[src/rtl/trace_pkg.sv]
// rtl/trace_pkg.sv - shared types and constants for the PC commit-trace capture path
package trace_pkg;

  localparam int TRACE_REC_W = 64;
  localparam int TRACE_BYTES = 8;

  typedef enum logic {
    IDLE = 1'b0,
    SEND = 1'b1
  } ser_state_e;

  typedef struct packed {
    logic [31:0] pc;
    logic [31:0] inst;
  } trace_rec_t;

endpackage

[src/rtl/trace_fifo.sv]
// rtl/trace_fifo.sv - synchronous FIFO holding trace records between the change detector and serializer
module trace_fifo #(
  parameter int WIDTH = 64,
  parameter int DEPTH = 16,
  localparam int AW = $clog2(DEPTH)
) (
  input  logic             clk,
  input  logic             rst_n,
  input  logic             push,
  input  logic [WIDTH-1:0] push_data,
  input  logic             pop,
  output logic [WIDTH-1:0] pop_data,
  output logic             full,
  output logic             empty,
  output logic [AW:0]      count
);

  localparam logic [AW:0] FULL_CNT = (AW + 1)'(DEPTH);

  logic [WIDTH-1:0] mem_q [DEPTH];
  logic [AW-1:0]    wr_ptr_q, wr_ptr_d;
  logic [AW-1:0]    rd_ptr_q, rd_ptr_d;
  logic [AW:0]      count_q, count_d;
  logic             wr_en;
  logic             rd_en;

  assign full     = (count_q == FULL_CNT);
  assign empty    = (count_q == '0);
  assign count    = count_q;
  assign pop_data = mem_q[rd_ptr_q];

  // A write into a full FIFO is legal when the head leaves on the same edge.
  assign wr_en = push && (!full || pop);
  assign rd_en = pop && !empty;

  always_comb begin
    wr_ptr_d = wr_ptr_q;
    rd_ptr_d = rd_ptr_q;
    count_d  = count_q;
    if (wr_en) wr_ptr_d = wr_ptr_q + AW'(1);
    if (rd_en) rd_ptr_d = rd_ptr_q + AW'(1);
    if (wr_en && !rd_en) begin
      count_d = count_q + 1'b1;
    end else if (!wr_en && rd_en) begin
      count_d = count_q - 1'b1;
    end
  end

  always_ff @(posedge clk or negedge rst_n) begin
    if (!rst_n) begin
      wr_ptr_q <= '0;
      rd_ptr_q <= '0;
      count_q  <= '0;
    end else begin
      wr_ptr_q <= wr_ptr_d;
      rd_ptr_q <= rd_ptr_d;
      count_q  <= count_d;
    end
  end

  always_ff @(posedge clk) begin
    if (wr_en) mem_q[wr_ptr_q] <= push_data;
  end

endmodule

[src/rtl/pc_trace_capture.sv]
// rtl/pc_trace_capture.sv - records {pc, inst} on every PC change and drains records as a big-endian byte stream
module pc_trace_capture
  import trace_pkg::*;
#(
  parameter int          DEPTH    = 16,
  parameter logic [31:0] PC_RESET = 32'h0000_0000
) (
  input  logic                     clk,
  input  logic                     reset,
  input  logic                     en,
  input  logic [31:0]              pc,
  input  logic [31:0]              inst,
  input  logic                     clr_ovf,
  output logic [7:0]               out_data,
  output logic                     out_valid,
  input  logic                     out_ready,
  output logic [$clog2(DEPTH):0]   count,
  output logic                     overflow,
  output logic [15:0]              drop_cnt
);

  localparam logic [2:0] LAST_BYTE = 3'(TRACE_BYTES - 1);

  logic [31:0]            last_pc_q, last_pc_d;
  logic                   overflow_q, overflow_d;
  logic [15:0]            drop_cnt_q, drop_cnt_d;
  ser_state_e             state_q, state_d;
  logic [2:0]             byte_idx_q, byte_idx_d;
  logic [TRACE_REC_W-1:0] shift_q, shift_d;

  trace_rec_t             rec;
  logic [TRACE_REC_W-1:0] fifo_rd_data;
  logic                   push_req;
  logic                   fifo_push;
  logic                   fifo_pop;
  logic                   fifo_full;
  logic                   fifo_empty;
  logic                   drop;

  assign rec.pc   = pc;
  assign rec.inst = inst;

  assign push_req  = en && (pc != last_pc_q);
  assign fifo_push = push_req && (!fifo_full || fifo_pop);
  assign drop      = push_req && fifo_full && !fifo_pop;

  trace_fifo #(
    .WIDTH (TRACE_REC_W),
    .DEPTH (DEPTH)
  ) u_fifo (
    .clk       (clk),
    .rst_n     (reset),
    .push      (fifo_push),
    .push_data (rec),
    .pop       (fifo_pop),
    .pop_data  (fifo_rd_data),
    .full      (fifo_full),
    .empty     (fifo_empty),
    .count     (count)
  );

  always_comb begin
    last_pc_d  = last_pc_q;
    overflow_d = overflow_q;
    drop_cnt_d = drop_cnt_q;
    if (en) last_pc_d = pc;
    // Clearing wins over a drop landing on the same edge.
    if (clr_ovf) begin
      overflow_d = 1'b0;
      drop_cnt_d = '0;
    end else if (drop) begin
      overflow_d = 1'b1;
      if (drop_cnt_q != 16'hFFFF) drop_cnt_d = drop_cnt_q + 16'd1;
    end
  end

  always_comb begin
    state_d    = state_q;
    byte_idx_d = byte_idx_q;
    shift_d    = shift_q;
    fifo_pop   = 1'b0;
    case (state_q)
      IDLE: begin
        if (!fifo_empty) begin
          fifo_pop   = 1'b1;
          shift_d    = fifo_rd_data;
          byte_idx_d = '0;
          state_d    = SEND;
        end
      end
      SEND: begin
        if (out_ready) begin
          if (byte_idx_q != LAST_BYTE) begin
            shift_d    = {shift_q[TRACE_REC_W-9:0], 8'h00};
            byte_idx_d = byte_idx_q + 3'd1;
          end else if (!fifo_empty) begin
            fifo_pop   = 1'b1;
            shift_d    = fifo_rd_data;
            byte_idx_d = '0;
          end else begin
            state_d = IDLE;
          end
        end
      end
      default: state_d = IDLE;
    endcase
  end

  always_ff @(posedge clk or negedge reset) begin
    if (!reset) begin
      last_pc_q  <= PC_RESET;
      overflow_q <= 1'b0;
      drop_cnt_q <= '0;
      state_q    <= IDLE;
      byte_idx_q <= '0;
      shift_q    <= '0;
    end else begin
      last_pc_q  <= last_pc_d;
      overflow_q <= overflow_d;
      drop_cnt_q <= drop_cnt_d;
      state_q    <= state_d;
      byte_idx_q <= byte_idx_d;
      shift_q    <= shift_d;
    end
  end

  // Outputs decode the state register directly so reset silences the stream at once.
  assign out_valid = (state_q == SEND);
  assign out_data  = out_valid ? shift_q[TRACE_REC_W-1 -: 8] : 8'h00;
  assign overflow  = overflow_q;
  assign drop_cnt  = drop_cnt_q;

endmodule

[config.mk]
export PLATFORM = sky130hd
export DESIGN_NAME = pc_trace_capture
export DESIGN_NICKNAME = d
export VERILOG_FILES = /design/src/rtl/trace_pkg.sv /design/src/rtl/trace_fifo.sv /design/src/rtl/pc_trace_capture.sv
export SDC_FILE = /design/constraint.sdc
export NUM_CORES = 1
export LEC_CHECK = 0
export BUFFER_PORTS_ARGS = -buffer_cell sky130_fd_sc_hd__buf_2
export CAP_MARGIN = 0
export CELL_PAD_IN_SITES_DETAIL_PLACEMENT = 2
export CELL_PAD_IN_SITES_GLOBAL_PLACEMENT = 2
export CORE_MARGIN = 8
export CORE_UTILIZATION = 26
export DETAILED_ROUTE_END_ITERATION = 8
export GPL_TIMING_DRIVEN = 0
export PLACE_DENSITY = 0.46
export RECOVER_POWER = 100
export SYNTH_ARGS = -nofsm -noshare
export SYNTH_HDL_FRONTEND = slang
export SYNTH_SLANG_ARGS = --single-unit
export TNS_END_PERCENT = 1
[constraint.sdc]
create_clock -name clk -period 17.2 [get_ports clk]
set_input_delay 0 -clock clk [delete_from_list [all_inputs] [get_ports clk]]
set_output_delay 0 -clock clk [all_outputs]
set_load 0.01 [all_outputs]
Word-level counts from Yosys, hierarchy flattened:

Memory sizes are Yosys's and may differ from the RTL's.
Cells that the tools add are included.

* flip-flop bits (word level): 130
* memory bits (writable): 1024
* input port bits: 69
* output and inout port bits: 31
* logic and storage cells: 66
* memories: 1

Memory list
* u_fifo.mem_q: depth 16, width 64, rd ports 1, clocked after Yosys merged registers in 0, write ports 1, RTL line trace_fifo.sv:20 `logic [WIDTH-1:0] mem_q [DEPTH];`

* $add $sub $neg: 6
* equality and inequality tests: 5
* muxes and demuxes: 25
* bitwise gates (word level): 1
* reduce and logical (&&, ||, !) cells: 19

Operators with widths (count)
* $mux W64: 3
* $pmux W64 S2: 1
* $mux W16: 3
* $ne A32 B32 Y1: 1
* $add A16 B1 Y16 const B: 1
* $ne A16 B16 Y1 const B: 1
* $mux W5: 2
* $mux W1: 9
* $mux W3: 3
* $add A4 B1 Y4 const B: 2
* $logic_and A1 B1 Y1: 8
* $mux W8: 1
* $pmux W3 S2: 1
* $reduce_bool A2 Y1: 3
* $add A5 B1 Y5 const B: 1
* $eq A5 B5 Y1 const B: 1
* $logic_not A1 Y1: 5
* $logic_not A5 Y1: 1
* $sub A5 B1 Y5 const B: 1
* $pmux W1 S2: 2
* $add A3 B1 Y3 const B: 1
* $ne A3 B3 Y1 const B: 1
* $ne A2 B2 Y1 const B: 1
* $reduce_and A2 Y1: 1
* 2 further kinds: 2

Longest topological paths before layout:

* word-level depth: 12
* mapped depth: 15
* depth with buffers taken out: 14

By module:

Synthesis repeated with hierarchy kept, for this count alone.

* cells, all modules: 2437
* area, all modules: 45175.8 µm²

By module, submodules not included
* trace_fifo: instances 1, cells an instance 1926, area an instance 39833.2 µm², seq. area each 31074.8 µm²
* pc_trace_capture: instances 1, cells an instance 511, area an instance 5342.6 µm², seq. area each 2927.8 µm²

Least setup slack after synthesis:

Ideal clock, no wire load.

* path kind: register to register
* start point: reg byte_idx_q[0]
* end point: mem u_fifo.mem_q[0][0], enable pin
* setup time: 0.645 ns
* arrival time: 7.164 ns
* required time: 16.555 ns
* slack: 9.391 ns
* stages on the path, launching flop included: 7
* buffers on the path: 0
* clock period less this slack: 7.809 ns
* cell sequence: dfrtp_1 -> ha_1 -> ha_1 -> a21boi_1 -> nand3_1 -> nand3b_1 -> nor4_1

* word-level cells in the longest chain between the ends: 9

Ends and longest elaborated chain
* start, declared: RTL line pc_trace_capture.sv:28 `logic [2:0] byte_idx_q, byte_idx_d;`
* start signal, assigned: RTL line pc_trace_capture.sv:122 `byte_idx_q <= byte_idx_d;`
* $ne A3 B3 Y1 *: RTL line pc_trace_capture.sv:93 `if (byte_idx_q != LAST_BYTE) begin`
* $mux W1 *: RTL line pc_trace_capture.sv:93
* $mux W1 *: RTL line pc_trace_capture.sv:92 `if (out_ready) begin`
* $pmux W1 S2 *: RTL line pc_trace_capture.sv:82 `case (state_q)`
* $logic_or A1 B1 Y1 *: RTL line trace_fifo.sv:33, pc_trace_capture.sv:44
* $logic_and A1 B1 Y1: RTL line pc_trace_capture.sv:44 `assign fifo_push = push_req && (!fifo_full || fifo_pop);`
* $logic_and A1 B1 Y1 *: RTL line trace_fifo.sv:33 `assign wr_en = push && (!full || pop);`
* $mux W1 *: RTL line trace_fifo.sv:62 `if (wr_en) mem_q[wr_ptr_q] <= push_data;`
* $mux W1 (implied by the code) *: RTL line trace_fifo.sv:62
* end, declared: RTL line trace_fifo.sv:20

Every way passes the cells marked *; elsewhere a longest branch is shown, timed or not.

Worst setup path in the final report:

* start point: in pc[23]
* end point: mem u_fifo.mem_q[9][28], enable pin

* word-level cells in the longest chain between the ends: 6

Ends and longest elaborated chain
* start, declared: RTL line pc_trace_capture.sv:11 `input logic [31:0] pc,`
* $ne A32 B32 Y1: RTL line pc_trace_capture.sv:43 `assign push_req = en && (pc != last_pc_q);`
* $logic_and A1 B1 Y1: RTL line pc_trace_capture.sv:43
* $logic_and A1 B1 Y1: RTL line pc_trace_capture.sv:44
* $logic_and A1 B1 Y1: RTL line trace_fifo.sv:33
* $mux W1: RTL line trace_fifo.sv:62
* $mux W1 (implied by the code): RTL line trace_fifo.sv:62

No other way between the ends.

==> flow_summary.ini <==
[sta]
final-hold-violation-count = 0
fmax_mhz = 158
slew_headroom_pct = -179
report.final.slew_viol_count = 288
clock_skew_ps = 33.4
holdWs_ps = 227
min_period_ps = 6330
setup_violations = 0
rsz0062_at_grt = no
layout_setup_ws_ps = 10870
post-route-period-util_pct = 36.8
tightest_slew_ps = 4180

[route]
drt_iter0_drc = 1424
firstDrtPassIters = 5
drtAntennaViolNets = 0
drt-total-wl_um = 135000
routed_via_density = 4.60
wire_per_inst_um = 27.9
vias = 22200
drc = 0

[yosys]
synth_top_area_share_pct = 68.8
yosys.area_share.adder_pct = 0.409
synth.area.top_cells = edfxtp_1, mux4_2, dfrtp_1
synth_top_cell_by_area = edfxtp_1
ys_seq_area_share_pct = 76.1
synthDistinctLibCells = 48
synth_fp_nets = 2100
yosys.area_share.xor_xnor_pct = 0.843
synthFlopType = edfxtp_1
async_flop_share_pct = 11.3
yosysWarnings = 0
synthCells = 2017
synth_top_family_by_area = multiplexers
synth-compound-area-share_pct = 1.50
yosys-mux-area-fraction_pct = 17.3
mappedNetlistArea_um2 = 44700
synth_edf_count = 1024
yosys.area_share.simple_pct = 2.27
avgSynthCellArea_um2 = 22.1
synth_seq_cells = 1154

[pwr]
combPwrFrac_pct = 25.7
netSwitchingFraction_pct = 29.6
power.internal_w = 0.00594
seqPwrFrac_pct = 41.6
leakagePower_nw = 16.8
power_frac_clock_pct = 32.7
p_switching_w = 0.00249
cellPowerDensity_nw_per_um2 = 158
irDropWorstVdd_mv = 0.0700

[floorplanning]
initial_core_util_pct = 26.1
die_height_um = 430
die_area_um2 = 185000
rows = 152
ios = 100
core_region_area_um2 = 171000
die_x_um = 430

[clock_tree]
clkTransAtPathRegs_ps = 60
cts_setup_buffers = 0
cts_tree = built
cts_buffer_depth = 3
cts_buffers = 134
cts-resized-gates = 0
numClockSinks = 1154
cts_root_buffer = clkbuf_16
clk_latency_ps = 760
cts_htree_levels = 4
ctsHoldBuffers = 71

[worst_setup_path]
worstSetupStartpointType = primary input
cp-startpoint = pc[23]
cp.required_ps = 17600
arrival_ps = 6720
r2r_start = last_pc_q[23]
crit_type = primary input to register
endpoint = u_fifo.mem_q[9][28]
r2r_slack_ps = 10980
crit_path_end_kind = register
worst-r2r-cell-count = 13
crit_fanout = 18
worstReg2RegEnd = u_fifo.mem_q[9][28]

[status]
violations = capacitance limit, slew limit
status = finished with violations

[min_path]
worstHoldPathType = primary input to register

[global_route]
grt_overflow = 0
grt_pass1_wl_um = 192000
grt_start_max_net_pins = 66
grt_usage_pct = 14.5
grt_pass1_vias = 25100
antenna_found_initial = 7

[place]
dp_hpwl_um = 95100
port_buffers = 99
place.gp.congestion = 0.711
pre_cts_ws_ps = 12710

[final_layout]
drive_above_1_share_pct = 22.5
syn2layout_area_growth_pct = 19.5
fin_nets = 2569

[run]
drv_cap = 11
-- logic make-up after synthesis --
kind of cell | Yosys count
compound gates | 102
xor+xnor | 43
fa+ha+maj | 14
buf+inv | 123
flops | 1154
mux | 361
simple gates | 220
-- critical path, stage by stage --
cell           delay (ps)
dlygate4sd3_1         580
clkbuf_1              610
xor2_1                330
nor4_1                130
nand4_1               410
nor2_1                230
nand3b_1              360
clkbuf_1              310
nor3_1                930
clkbuf_1              370
clkbuf_1              500
clkbuf_1              550
clkbuf_1              450
clkbuf_1              490
clkbuf_1              410
-- cells in the mapped netlist (18+ instances only) --
library cell  number
clkbuf_1          46
nor2_1           129
mux2_2            40
buf_6             24
mux4_2           304
dfrtp_1          130
xor2_1            35
o22ai_1           56
edfxtp_1        1024
buf_2             18
-- how the worst min path moves through the flow --
stage / start / to / slack (ps) / cells past startpoint
floorplan: reset / byte_idx_q[0] / -300 / 0
global placement: inst[29] / u_fifo.mem_q[10][29] / 370 / 1
detailed placement: reset / drop_cnt[5] / 100 / 1
CTS: inst[22] / u_fifo.mem_q[13][22] / 110 / 2
global route: clr_ovf / drop_cnt[5] / 220 / 4
finish: clr_ovf / drop_cnt[8] / 230 / 4
-- cell usage in the layout (no fill, tap or decap), types with 24 or more instances in the layout --
cell | Yosys | final
buf_6 | 24 | 24
clkbuf_1 | 46 | 348
clkbuf_16 | 0 | 138
dfrtp_1 | 130 | 130
dlygate4sd3_1 | 0 | 70
edfxtp_1 | 1024 | 1024
mux2_2 | 40 | 39
mux4_2 | 304 | 304
nor2_1 | 129 | 129
o22ai_1 | 56 | 56
xor2_1 | 35 | 35
-- metrics by stage --
stage	TNS, ps	instances	util (%)	instance area (um2)	power (W)
final	0	4829	31.2	53400	0.00843
after global routing	0	4827	31.2	53400	0.00881
after CTS	0	4827	32.0	54800	0.00873
after detailed placement	0	4512	29.1	49800	0.00591
after global placement	-449090	4349	28.0	48000	0.00583
after floorplan	0	2017	-	44700	0.00490
-- area by class of cell --
| type | instances | area, um2 |
|---|---|---|
| Antenna cell | 2 | 5.00 |
| Buffer | 106 | 626 |
| Clock buffer | 180 | 3650 |
| Clock inverter | 64 | 582 |
| Fill cell | 17100 | 118000 |
| Inverter | 17 | 63.8 |
| Multi-Input combinational cell | 740 | 9960 |
| Sequential cell | 1154 | 34000 |
| Tap cell | 2233 | 2790 |
| Timing Repair Buffer | 333 | 1700 |
-- state kept, by name, indices dropped and copies added (netlist names) --
name / cells
u_fifo.mem_q: 1024
shift_q: 64
last_pc_q: 32
drop_cnt: 16
u_fifo.count: 5
u_fifo.rd_ptr_q: 4
u_fifo.wr_ptr_q: 4
byte_idx_q: 3
out_valid: 1
overflow: 1
-- per-layer routing --
layer  GRT usage (%)  vias up  share of wire, %
met5               0        -                 0
met3            2.22      151               3.0
met4            3.23        0               1.7
met1            18.7    12300                43
met2            25.7      379                52
li1                -     9381                 -
-- power groups by stage --
stage	Sequential (W)	Combinational, W	Clock [W]
3_3_place_gp	0.00366	0.00217	0
6_report	0.00350	0.00217	0.00276
4_1_cts	0.00350	0.00237	0.00286
5_1_grt	0.00353	0.00233	0.00294
2_1_floorplan	0.00354	0.00136	0
3_5_place_dp	0.00356	0.00235	0
No activity file was read; power rests on OpenSTA's default activity.
